--- src/rtl/fifo_head_ctrl_pkg.sv ---
// Shared FIFO constants: geometry plus the head and tail pointer state encodings.
package fifo_head_ctrl_pkg;

  localparam int FIFO_DEPTH = 4;
  localparam int FIFO_PTR_W = 2;

  typedef enum logic [1:0] {
    H0 = 2'b00,
    H1 = 2'b01,
    H2 = 2'b10,
    H3 = 2'b11
  } head_state_e;

  typedef enum logic [1:0] {
    T0 = 2'b00,
    T1 = 2'b01,
    T2 = 2'b10,
    T3 = 2'b11
  } tail_state_e;

  // H3 wraps straight back to H0 so the pointer never stalls on wrap.
  function automatic head_state_e head_next(input head_state_e cur);
    head_state_e nxt;
    case (cur)
      H0:      nxt = H1;
      H1:      nxt = H2;
      H2:      nxt = H3;
      H3:      nxt = H0;
      default: nxt = H0;
    endcase
    return nxt;
  endfunction

endpackage

--- src/rtl/fifo_occ_cnt.sv ---
// Occupancy counter for the 4-entry FIFO; full/empty are decoded from the count flop.
module fifo_occ_cnt
  import fifo_head_ctrl_pkg::*;
#(
  parameter int DEPTH = FIFO_DEPTH,
  parameter int PTR_W = FIFO_PTR_W
) (
  input  logic             clk,
  input  logic             rst,
  input  logic             inc,
  input  logic             dec,
  output logic [PTR_W:0]   occupancy,
  output logic             full,
  output logic             empty
);

  localparam logic [PTR_W:0] FULL_CNT = (PTR_W + 1)'(DEPTH);
  localparam logic [PTR_W:0] ONE_CNT  = (PTR_W + 1)'(1);
  localparam logic [PTR_W:0] ZERO_CNT = (PTR_W + 1)'(0);

  logic [PTR_W:0] occ_d;
  logic [PTR_W:0] occ_q;

  // No saturation: the caller only asserts inc/dec when the move is legal.
  always_comb begin
    occ_d = occ_q;
    if (inc && !dec) begin
      occ_d = occ_q + ONE_CNT;
    end else if (dec && !inc) begin
      occ_d = occ_q - ONE_CNT;
    end else begin
      occ_d = occ_q;
    end
  end

  // Count register.
  always_ff @(posedge clk or posedge rst) begin
    if (rst) begin
      occ_q <= ZERO_CNT;
    end else begin
      occ_q <= occ_d;
    end
  end

  assign occupancy = occ_q;
  assign full      = (occ_q == FULL_CNT);
  assign empty     = (occ_q == ZERO_CNT);

endmodule

--- src/rtl/fifo_head_ctrl.sv ---
// Read-side (head) controller of a 4-entry FIFO: head pointer FSM, occupancy and sticky errors.
module fifo_head_ctrl
  import fifo_head_ctrl_pkg::*;
#(
  parameter int DEPTH = FIFO_DEPTH,
  parameter int PTR_W = FIFO_PTR_W
) (
  input  logic             clk,
  input  logic             rst,
  input  logic             data_in_valid,
  input  logic             data_out_ready,
  output logic [PTR_W-1:0] curr_head,
  output logic [PTR_W:0]   occupancy,
  output logic             fifo_full,
  output logic             fifo_empty,
  output logic             data_out_valid,
  output logic             err_ovf,
  output logic             err_udf
);

  head_state_e head_d;
  head_state_e head_q;
  logic        err_ovf_d;
  logic        err_ovf_q;
  logic        err_udf_d;
  logic        err_udf_q;
  logic        wr_acc;
  logic        rd_acc;
  logic        occ_full;
  logic        occ_empty;

  // Full read priority falls out of the gating: when full only the read is taken.
  assign wr_acc = data_in_valid & ~occ_full;
  assign rd_acc = data_out_ready & ~occ_empty;

  fifo_occ_cnt #(
    .DEPTH (DEPTH),
    .PTR_W (PTR_W)
  ) u_occ_cnt (
    .clk       (clk),
    .rst       (rst),
    .inc       (wr_acc & ~rd_acc),
    .dec       (rd_acc & ~wr_acc),
    .occupancy (occupancy),
    .full      (occ_full),
    .empty     (occ_empty)
  );

  // Head advance and sticky error accumulation.
  always_comb begin
    head_d    = head_q;
    err_ovf_d = err_ovf_q | (data_in_valid & occ_full);
    err_udf_d = err_udf_q | (data_out_ready & occ_empty);
    if (rd_acc) begin
      head_d = head_next(head_q);
    end else begin
      head_d = head_q;
    end
  end

  // Head state and error flags.
  always_ff @(posedge clk or posedge rst) begin
    if (rst) begin
      head_q    <= H0;
      err_ovf_q <= 1'b0;
      err_udf_q <= 1'b0;
    end else begin
      head_q    <= head_d;
      err_ovf_q <= err_ovf_d;
      err_udf_q <= err_udf_d;
    end
  end

  assign curr_head      = head_q;
  assign fifo_full      = occ_full;
  assign fifo_empty     = occ_empty;
  assign data_out_valid = ~occ_empty;
  assign err_ovf        = err_ovf_q;
  assign err_udf        = err_udf_q;

endmodule

--- config.mk ---
export PLATFORM = sky130hd
export DESIGN_NAME = fifo_head_ctrl
export DESIGN_NICKNAME = d
export VERILOG_FILES = /design/src/rtl/fifo_head_ctrl_pkg.sv /design/src/rtl/fifo_occ_cnt.sv /design/src/rtl/fifo_head_ctrl.sv
export SDC_FILE = /design/constraint.sdc
export NUM_CORES = 1
export LEC_CHECK = 0
export BUFFER_PORTS_ARGS = -buffer_cell sky130_fd_sc_hd__buf_2
export CAP_MARGIN = 0
export CORE_AREA = 3 3 40 42
export CTS_BUF_LIST = sky130_fd_sc_hd__clkbuf_16
export DETAILED_ROUTE_END_ITERATION = 10
export DIE_AREA = 0 0 43 45
export PLACE_DENSITY = 0.55
export SLEW_MARGIN = 20
export SYNTH_ARGS = -nofsm -noshare
export SYNTH_HDL_FRONTEND = slang
export SYNTH_SLANG_ARGS = --single-unit
--- constraint.sdc ---
create_clock -name clk -period 4.5 [get_ports clk]
set_input_delay 1.125 -clock clk [delete_from_list [all_inputs] [get_ports clk]]
set_output_delay 1.125 -clock clk [all_outputs]
set_load 0.02 [all_outputs]
# Word level (Yosys, flattened, before mapping)
# Cells that the tools add are included.
word_totals:
  inputBits: 4
  register_bits: 7
classes:
  mux: 3
  n_bitwise: 12
  reduce_logical: 7
  n_eq_ne: 4
  addsub: 2
op_table:
  columns: ["cell", "count"]
  rows:
  - ["$pmux W2 S4", 1]
  - ["$and A1 B1 Y1", 6]
  - ["$mux W3", 2]
  - ["$eq A2 B2 Y1 const B", 2]
  - ["$not A1 Y1", 4]
  - ["$add A3 B1 Y3 const B", 1]
  - ["$eq A3 B3 Y1 const B", 1]
  - ["$logic_not A3 Y1", 1]
  - ["$sub A3 B1 Y3 const B", 1]
  - ["$eq A2 B1 Y1 const B", 1]
  - ["$logic_and A1 B1 Y1", 2]
  - ["$logic_not A1 Y1", 2]
  - ["$logic_not A2 Y1", 1]
  - ["$or A1 B1 Y1", 2]
  - ["$reduce_bool A2 Y1", 1]

# Depth between registers and ports, before layout
# Gate-level depths: netlist of run 1.
logic_depth:
  word_depth: 9
  ltp_mapped: 8

# By module
# Synthesis of run 1 repeated with hierarchy kept, for this count alone.
unflattened:
  cells_unflattened: 34
  hier_area_um2: 390.4
modules_own_cells:
  columns: ["module", "cells_per_inst", "instances", "seq_area_each_um2", "area_per_inst_um2"]
  rows:
  - ["fifo_head_ctrl", 19, 1, 100.1, 217.7]
  - ["fifo_occ_cnt", 15, 1, 75.1, 172.7]

# Least setup slack after synthesis of run 1
# OpenSTA, ideal clock, no wires.
synth_path:
  path_kind: "input port to flip-flop"
  startpoint: "input data_in_valid"
  endpoint: "register u_occ_cnt.occ_q[1], in the netlist u_occ_cnt.occupancy[1]"
  t_required_ps: 4372
  setup_ps: 128
  n_path_buf: 0
  path_slack_ps: 2201
  path_stages: 5
  arrival_ps: 2172
  cell_sequence: "nor2b_1 > ha_1 > inv_1 > fa_1 > mux2_1"
synth_between:
  elab_chain_len: 6
  word_cells_on_any_way: 10
  cone_classes: "mux: 1; bitwise: 4; reduce/logical: 5"
synth_rtl:
  columns: ["element", "line", "text"]
  rows:
  - ["start: declaration", "fifo_head_ctrl.sv:10", "input logic data_in_valid,"]
  - ["$and A1 B1 Y1 (*)", "fifo_head_ctrl.sv:33", "assign wr_acc = data_in_valid & ~occ_full;"]
  - ["$not A1 Y1", "fifo_head_ctrl.sv:43", ".dec (rd_acc & ~wr_acc),"]
  - ["$and A1 B1 Y1", "fifo_head_ctrl.sv:43", null]
  - ["$logic_not A1 Y1", "fifo_occ_cnt.sv:27", "if (inc && !dec) begin"]
  - ["$logic_and A1 B1 Y1 (*)", "fifo_occ_cnt.sv:27", null]
  - ["$mux W3 (*)", "fifo_occ_cnt.sv:27", null]
  - ["net u_occ_cnt.occ_d[1]", "fifo_occ_cnt.sv:21", "logic [PTR_W:0] occ_d;"]
  - ["end signal: assignment", "fifo_occ_cnt.sv:39", "occ_q <= ZERO_CNT;"]
  - ["end signal: assignment", "fifo_occ_cnt.sv:41", "occ_q <= occ_d;"]
  - ["end: declaration", "fifo_occ_cnt.sv:22", "logic [PTR_W:0] occ_q;"]
# The timed path passes the listed nets; every way through them passes the cells marked *.
# A chain may end at the register's enable or synchronous reset.

# Worst setup path in the final report of run 1
layout_path:
  startpoint: "register u_occ_cnt.occ_q[1], in the netlist u_occ_cnt.occupancy[1]"
  endpoint: "output fifo_empty"
layout_between:
  elab_chain_len: 1
layout_rtl:
  columns: ["element", "line", "text"]
  rows:
  - ["$logic_not A3 Y1", "fifo_occ_cnt.sv:47", "assign empty = (occ_q == ZERO_CNT);"]
  - ["end: declaration", "fifo_head_ctrl.sv:15", "output logic fifo_empty,"]
# Every way passes these cells.

==> insert_results.sql, run 1 <==
INSERT INTO impl_metrics (metric_group, metric, value, unit) VALUES
('outcome', 'result_of_the_run', 'complete, no violations', ''),
('grt', 'grt_max_degree', '8', ''),
('logic_synthesis', 'synth_warnings', '0', ''),
('placement', 'dpl.hpwl', '515.1', 'um'),
('timing', 'timing.final.crit_share', '54.61', '%'),
('setup_path', 'crit_path_start_kind', 'register', ''),
('route', 'vias_per_cell', '4.355', ''),
('logic_synthesis', 'async_reset_ff_share', '100.0', '%'),
('die', 'floorplan.rows', '13', ''),
('logic_synthesis', 'post-synth-top-area-fraction', '45.60', '%'),
('route', 'drt_first_iter_violations', '4', ''),
('logic_synthesis', 'synth_top_cell_by_area', 'dfrtp_1', ''),
('setup_path', 'startpoint', 'u_occ_cnt.occupancy[1]', ''),
('clocking', 'cts-buffers-inserted', '3', ''),
('logic_synthesis', 'netlist_top_cells_area', 'dfrtp_1, ha_1, o31ai_4, fa_1, xor2_1', ''),
('clocking', 'clock_insertion_delay_worst_skew', '0.23', 'ns'),
('setup_path', 'timing.critical_path.slowest_cell_delay', '0.46', 'ns'),
('clocking', 'ctsResizeCount', '0', ''),
('route', 'detailedRoute.firstPassIterationCount', '2', ''),
('clocking', 'ctsRootBufferMaster', 'clkbuf_16', ''),
('logic_synthesis', 'synth_edf_count', '0', ''),
('timing', 'timing_worst_slew_pin_value', '0.3087', 'ns'),
('clocking', 'ctsHtreeMaxLevel', '1', ''),
('setup_path', 'timing.critical_path.slowest_stage_cell', 'dfrtp_1', ''),
('setup_path', 'critPathCaptureType', 'output port', ''),
('timing', 'clock-skew-final', '0.001799', 'ns'),
('hold_path', 'hold_path_depth', '1', ''),
('hold_path', 'min_from', 'err_udf', ''),
('setup_path', 'critical_path_class', 'reg -> out', ''),
('route', 'drt.antenna.violating_nets', '0', ''),
('final_layout', 'num-nets-final', '56', ''),
('final_layout', 'area_delta_synth_final', '42.35', '%'),
('setup_path', 'crit_arrival', '1.33', 'ns'),
('final_layout', 'drive_gt1_share', '44.68', '%'),
('setup_path', 'cp_cell_sequence', 'or3_4 -> inv_2 -> buf_2', ''),
('grt', 'gr-total-overflow', '0', ''),
('clocking', 'postCtsSetupBuffers', '0', ''),
('setup_path', 'cp_data_required_time', '3.38', 'ns'),
('placement', 'routabilityCongestion', '0.6748', ''),
('setup_path', 'rr_startpoint', 'u_occ_cnt.occupancy[1]', ''),
('logic_synthesis', 'synthFlopType', 'dfrtp_1', ''),
('placement', 'port_buffers', '13', ''),
('clocking', 'cts_sinks', '7', ''),
('setup_path', 'rr_endpoint', 'u_occ_cnt.occupancy[2]', ''),
('final_layout', 'layout.core_utilization', '42.55', '%'),
('clocking', 'ctsHoldBuffers', '0', ''),
('placement', 'placed_inst_area', '467.9', 'um2'),
('grt', 'grt_pass1_vias', '252', ''),
('route', 'drcViolationCount', '0', ''),
('setup_path', 'path_max_fanout', '6', ''),
('logic_synthesis', 'synthesis.nets', '38', ''),
('route', 'wire_per_inst', '11.24', 'um'),
('timing', 'timing_max_transition_violations_final', '0', ''),
('timing', 'hold_viol_final', '0', ''),
('final_layout', 'postLayoutCellArea', '546.8', 'um2'),
('die', 'die_x', '43', 'um'),
('grt', 'wire_length_of_the_first_global_routing_pass', '1.207', 'mm'),
('setup_path', 'critical_path.top_delay_family', 'flip-flops', ''),
('die', 'floorplan.die_area', '0.001935', 'mm2'),
('timing', 'setup-violations-final', '0', ''),
('logic_synthesis', 'average_size_of_a_mapped_cell', '12.80', 'um2'),
('hold_path', 'min-delay-path-class', 'reg -> reg', ''),
('clocking', 'cts_tree', 'yes', ''),
('route', 'routed_wl', '697', 'um'),
('setup_path', 'worst_r2r_path_depth', '7', ''),
('power', 'fin_total_pwr', '0.4994', 'mW'),
('hold_path', 'holdPathEnd', 'err_udf', ''),
('logic_synthesis', 'yosysSeqAreaShare', '45.60', '%'),
('power', 'power.density', '913.4', 'mW/mm2'),
('logic_synthesis', 'synth-seq-cells', '7', ''),
('final_layout', 'insertedDiodeCount', '0', '');
area by class of cell:
type / instances / area, um2
clock buffers: 3 / 75.07
fillers: 126 / 738.2
inverters: 5 / 18.77
flip-flops and latches: 7 / 175.2
clock inverters: 1 / 3.754
repair buffers: 13 / 65.06
multi-input cells: 18 / 190.2
well taps: 15 / 18.77
report_power, final:
| group | switching [mW] | internal [mW] |
|---|---|---|
| Clock | 0.0327 | 0.115 |
| Combinational | 0.118 | 0.0935 |
| Sequential | 0.0433 | 0.0964 |
| Total | 0.194 | 0.305 |
cell usage after synthesis (2+ instances only):
cell type / instances
a21o_1: 2
dfrtp_1: 7
ha_1: 3
inv_1: 4
xor2_1: 2
registers in the layout (all words and copies together) (netlist names):
name	cells
err_ovf	1
err_udf	1
u_occ_cnt.occupancy	3
curr_head	2
cells by family (layout without fill, tap and decap cells):
kind of cell | Yosys count | in the layout | synth area share [%]
AND/OR/NAND/NOR | 5 | 5 | 10.10
multiplexers | 2 | 2 | 6.839
adder cells (fa/ha/maj) | 4 | 4 | 14.98
buffers and inverters | 5 | 22 | 4.884
XOR/XNOR | 3 | 3 | 6.842
AO/OA/AOI/OAI | 4 | 4 | 10.75
flip-flops | 7 | 7 | 45.60
layer usage:
layer / up-vias / routed length (um) / GRT usage [%]
met5: - / 0 / 0
met3: 2 / 81 / 5.976
li1: 130 / - / -
met2: 14 / 292 / 10.78
met4: 0 / 6 / 3.614
met1: 124 / 318 / 12.32
stage by stage:
stage               setup WS [ns]  instances  hold slack (ns)
global route                1.994         62           0.4793
finish                      2.043         62           0.4486
floorplan                   2.201         30           0.5654
CTS                         2.027         62           0.4520
global placement            2.002         58           0.4347
detailed placement          1.989         58           0.4440
worst max path at each step:
stage / slack [ns] / endpoint / cells past startpoint
after floorplan: 2.20 / u_occ_cnt.occupancy[1] / 5
after global placement: 2.00 / u_occ_cnt.occupancy[2] / 8
after detailed placement: 1.99 / u_occ_cnt.occupancy[2] / 8
after CTS: 2.03 / fifo_empty / 3
after global routing: 1.99 / fifo_empty / 3
final: 2.04 / fifo_empty / 3
placed cells by master (no fill, tap or decap):
cell type  count
mux2_4         1
nor3_1         1
xnor2_1        1
nor2b_1        1
a21oi_1        1
ha_1           3
inv_2          1
mux2_1         1
xor2_1         2
a21o_1         2
clkbuf_16      3
or3_4          1
nor2_1         1
o31ai_4        1
dfrtp_1        7
fa_1           1
buf_2         13
nor3b_2        1
inv_1          5
Power figures use the tool's default switching activity.
==> run 2: changes to the inputs <==
--- a/config.mk
+++ b/config.mk
@@ -5,13 +5,14 @@
 export SDC_FILE = /design/constraint.sdc
 export NUM_CORES = 1
 export LEC_CHECK = 0
+export ABC_AREA = 1
 export BUFFER_PORTS_ARGS = -buffer_cell sky130_fd_sc_hd__buf_2
 export CAP_MARGIN = 0
 export CORE_AREA = 3 3 40 42
 export CTS_BUF_LIST = sky130_fd_sc_hd__clkbuf_16
 export DETAILED_ROUTE_END_ITERATION = 10
 export DIE_AREA = 0 0 43 45
-export PLACE_DENSITY = 0.55
+export PLACE_DENSITY = 0.59
 export SLEW_MARGIN = 20
 export SYNTH_ARGS = -nofsm -noshare
 export SYNTH_HDL_FRONTEND = slang
==> constraint.sdc (replaced) <==
create_clock -name clk -period 2.2 [get_ports clk]
set_input_delay 0.55 -clock clk [delete_from_list [all_inputs] [get_ports clk]]
set_output_delay 0.55 -clock clk [all_outputs]
set_load 0.02 [all_outputs]
==> run 2 against run 1 <==
Via count increased by 32%. Sequential share of layout area decreased by 1.4 points. Combinational power increased by 120%. Register-to-register slack got worse by 2.1 ns. Global-route usage increased by 0.92 points. Die area unchanged.
==> insert_results.sql, run 2 <==
INSERT INTO impl_metrics (metric_group, metric, value, unit) VALUES
('logic_synthesis', 'async_reset_ff_share', '100.0', '%'),
('outcome', 'result_of_the_run', 'complete, no violations', ''),
('final_layout', 'drive_gt1_share', '34.38', '%'),
('placement', 'dpl.hpwl', '621.3', 'um'),
('setup_path', 'cp_data_required_time', '2.32', 'ns'),
('clocking', 'clkSlewWorstSetupHoldPaths', '0.04', 'ns'),
('setup_path', 'critical_path.top_delay_family', 'adder cells', ''),
('die', 'initial_core_util', '31.84', '%'),
('power', 'power.density', '1778', 'mW/mm2'),
('grt', 'gr-total-overflow', '0', ''),
('final_layout', 'area_delta_synth_final', '39.76', '%'),
('final_layout', 'insertedDiodeCount', '0', ''),
('grt', 'grt_pass1_vias', '321', ''),
('die', 'floorplan.rows', '13', ''),
('timing', 'hold_viol_final', '0', ''),
('final_layout', 'num-nets-final', '73', ''),
('placement', 'routabilityCongestion', '0.6885', ''),
('clocking', 'postCtsSetupBuffers', '0', ''),
('logic_synthesis', 'synth_cell_type_count', '15', ''),
('route', 'vias_per_cell', '4.519', ''),
('setup_path', 'crit_path_frequent_cell', 'nand2_1', ''),
('clocking', 'ctsResizeCount', '0', ''),
('route', 'routed_wl', '763', 'um'),
('hold_path', 'min-delay-path-class', 'in -> async', ''),
('die', 'die_x', '43', 'um'),
('timing', 'timing.final.crit_share', '81.81', '%'),
('placement', 'port_buffers', '13', ''),
('timing', 'finalCriticalPeriod', '1.800', 'ns'),
('setup_path', 'cp_cell_sequence', 'inv_2 -> nand3_1 -> inv_1 -> nor2_1 -> ha_1 -> inv_1 -> fa_1 -> nand2_1 -> nand3_1 -> nand2_1 -> nand2_1', ''),
('power', 'p_leak', '0.3294', 'nW'),
('setup_path', 'timing.critical_path.slowest_stage_cell', 'dfrtp_1', ''),
('setup_path', 'worst_r2r_path_depth', '11', ''),
('logic_synthesis', 'post_synth_inst_count', '47', ''),
('setup_path', 'crit_path_start_kind', 'register', ''),
('setup_path', 'path_max_fanout', '4', ''),
('timing', 'clock-skew-final', '0.001675', 'ns'),
('grt', 'grt.total_usage', '9.899', '%'),
('logic_synthesis', 'post-synth-top-area-fraction', '42.81', '%'),
('timing', 'setup-violations-final', '0', ''),
('power', 'fin_total_pwr', '1.017', 'mW'),
('power', 'int_power', '0.5977', 'mW'),
('final_layout', 'final_cells', '79', ''),
('clocking', 'ctsRootBufferMaster', 'clkbuf_16', ''),
('power', 'netSwitchingFraction', '41.20', '%'),
('grt', 'grt.met2_usage', '14.07', '%'),
('power', 'sequentialPowerShare', '23.7', '%'),
('route', 'vias', '357', ''),
('logic_synthesis', 'synth_edf_count', '0', ''),
('power', 'comb_power_share', '46.5', '%'),
('route', 'drt.antenna.violating_nets', '0', ''),
('route', 'wire_per_inst', '9.658', 'um'),
('final_layout', 'final_cell_mix', 'buf_2, inv_1, nand2_1', ''),
('die', 'design.portCount', '14', ''),
('setup_path', 'rr_startpoint', 'u_occ_cnt.occupancy[0]', ''),
('power', 'switching_power', '0.4189', 'mW'),
('logic_synthesis', 'synth_warnings', '0', ''),
('placement', 'dp_cells', '75', ''),
('final_layout', 'layout_commonest_cell', 'buf_2', ''),
('setup_path', 'crit_arrival', '1.92', 'ns'),
('logic_synthesis', 'synthesis.nets', '55', ''),
('setup_path', 'critical_path_class', 'reg -> reg', ''),
('logic_synthesis', 'synth-seq-cells', '7', ''),
('logic_synthesis', 'synthFlopType', 'dfrtp_1', ''),
('clocking', 'clock_insertion_delay_worst_skew', '0.23', 'ns'),
('grt', 'grt_max_degree', '8', ''),
('timing', 'setup-tns-final', '0', 'ns'),
('timing', 'timing_worst_slew_pin_value', '0.2708', 'ns'),
('grt', 'wire_length_of_the_first_global_routing_pass', '1.338', 'mm'),
('final_layout', 'flip_flop_count_of_the_largest_register_after_layout', '3', ''),
('logic_synthesis', 'average_size_of_a_mapped_cell', '8.705', 'um2'),
('die', 'floorplan.die_area', '0.001935', 'mm2'),
('job', 'maxCapViolCount', '0', ''),
('power', 'p_clk_share', '29.8', '%'),
('clocking', 'ctsHtreeMaxLevel', '1', ''),
('route', 'drcViolationCount', '0', ''),
('grt', 'grt_busiest_layer', 'met2', ''),
('clocking', 'cts_buffer_depth', '2', ''),
('setup_path', 'timing.critical_path.slowest_cell_delay', '0.44', 'ns'),
('clocking', 'cts-buffers-inserted', '3', ''),
('logic_synthesis', 'yosysSeqAreaShare', '42.81', '%'),
('logic_synthesis', 'synth_top_cells_by_count', 'nand2_1, inv_1, dfrtp_1', ''),
('timing', 'achievable_freq', '555.6', 'MHz'),
('setup_path', 'register_to_register_setup_slack', '0.40', 'ns'),
('route', 'drt_first_iter_violations', '6', ''),
('final_layout', 'seq_area', '175.2', 'um2'),
('route', 'detailedRoute.firstPassIterationCount', '4', ''),
('logic_synthesis', 'synth_area', '409.1', 'um2'),
('setup_path', 'critPathCaptureType', 'register', ''),
('die', 'die-height', '45', 'um'),
('final_layout', 'num-fill-cells', '136', ''),
('clocking', 'cts_sinks', '7', ''),
('clocking', 'ctsHoldBuffers', '0', ''),
('timing', 'timing_max_transition_violations_final', '0', ''),
('timing', 'slew-limit-headroom', '81.93', '%'),
('setup_path', 'rr_endpoint', 'u_occ_cnt.occupancy[2]', ''),
('grt', 'gr-usage-met3', '1.195', '%'),
('logic_synthesis', 'synth_top_cell_by_area', 'dfrtp_1', ''),
('clocking', 'cts_tree', 'yes', ''),
('logic_synthesis', 'yosysMostFrequentCell', 'nand2_1', ''),
('final_layout', 'layout.core_utilization', '44.50', '%'),
('power', 'vdd_ir_drop_max', '0.6558', 'mV'),
('grt', 'met1_usage', '12.32', '%'),
('final_layout', 'combined_area_of_the_multi_input_logic_cells', '185.2', 'um2'),
('logic_synthesis', 'netlist_top_cells_area', 'dfrtp_1, nand2_1, ha_1, inv_1, fa_1', ''),
('die', 'fp.coreArea', '0.001285', 'mm2'),
('grt', 'grt_antenna_before_repair', '0', ''),
('setup_path', 'critical_path.n_buffers_inverters', '3', ''),
('timing', 'grt_setup_unrepaired', 'false', '');
run 2: cell types whose count changed after synthesis, sizes merged, moves of 2 or more:
cell   previous run  this run
a21o              2         0
nand3             0         5
nand2             0        12
mux2              2         0
inv               5        13
xor2              2         0
run 2: cell families (layout without fill, tap and decap cells):
group	after synthesis	count (layout)	synth area share, %
buffers and inverters	13	30	11.93
DFF	7	7	42.81
and+or+nand+nor	20	20	26.00
AOI/OAI and AO/OA	2	2	3.058
xor gates and xnor gates	1	1	2.141
adders and majority gates	4	4	14.07
run 2: worst max path at each step:
stage	end	startpoint	cells past startpoint
final	u_occ_cnt.occupancy[2]	u_occ_cnt.occupancy[0]	11
after global routing	u_occ_cnt.occupancy[2]	u_occ_cnt.occupancy[0]	11
after CTS	u_occ_cnt.occupancy[2]	u_occ_cnt.occupancy[0]	11
after detailed placement	u_occ_cnt.occupancy[2]	u_occ_cnt.occupancy[0]	11
after global placement	u_occ_cnt.occupancy[2]	u_occ_cnt.occupancy[0]	11
after floorplan	u_occ_cnt.occupancy[2]	u_occ_cnt.occupancy[0]	11
run 2: power by group through the flow:
stage | clock network [mW] | registers (mW) | logic [mW]
floorplan | 0 | 0.305 | 0.280
global placement | 0 | 0.243 | 0.463
global route | 0.315 | 0.250 | 0.542
CTS | 0.306 | 0.242 | 0.480
detailed placement | 0 | 0.242 | 0.479
finish | 0.303 | 0.241 | 0.473
run 2: stage by stage:
stage / hold WS [ns] / instance area, um2 / worst slack [ns]
3_5_place_dp: 0.4590 / 493.0 / 0.3917
2_1_floorplan: 0.3534 / 409.1 / 0.3289
3_3_place_gp: 0.4532 / 493.0 / 0.4277
5_1_grt: 0.2731 / 571.8 / 0.2146
6_report: 0.2426 / 571.8 / 0.4003
4_1_cts: 0.2597 / 571.8 / 0.3839
run 2: metal layers:
metal  routed length [um]  share of wire, %  up-vias
met2                  320                42       13
met1                  350                46      163
met3                   59               7.7        4
met4                   33               4.3        0
met5                    0                 0        -
li1                     -                 -      177
run 2: cell type report:
| class | count | area share, % |
|---|---|---|
| timing repair buffer | 13 | 11.38 |
| inverter | 13 | 8.534 |
| tap | 15 | 3.282 |
| sequential | 7 | 30.63 |
| clock inverter | 1 | 0.6565 |
| clock buffer | 3 | 13.13 |
| multi-input combinational | 27 | 32.39 |
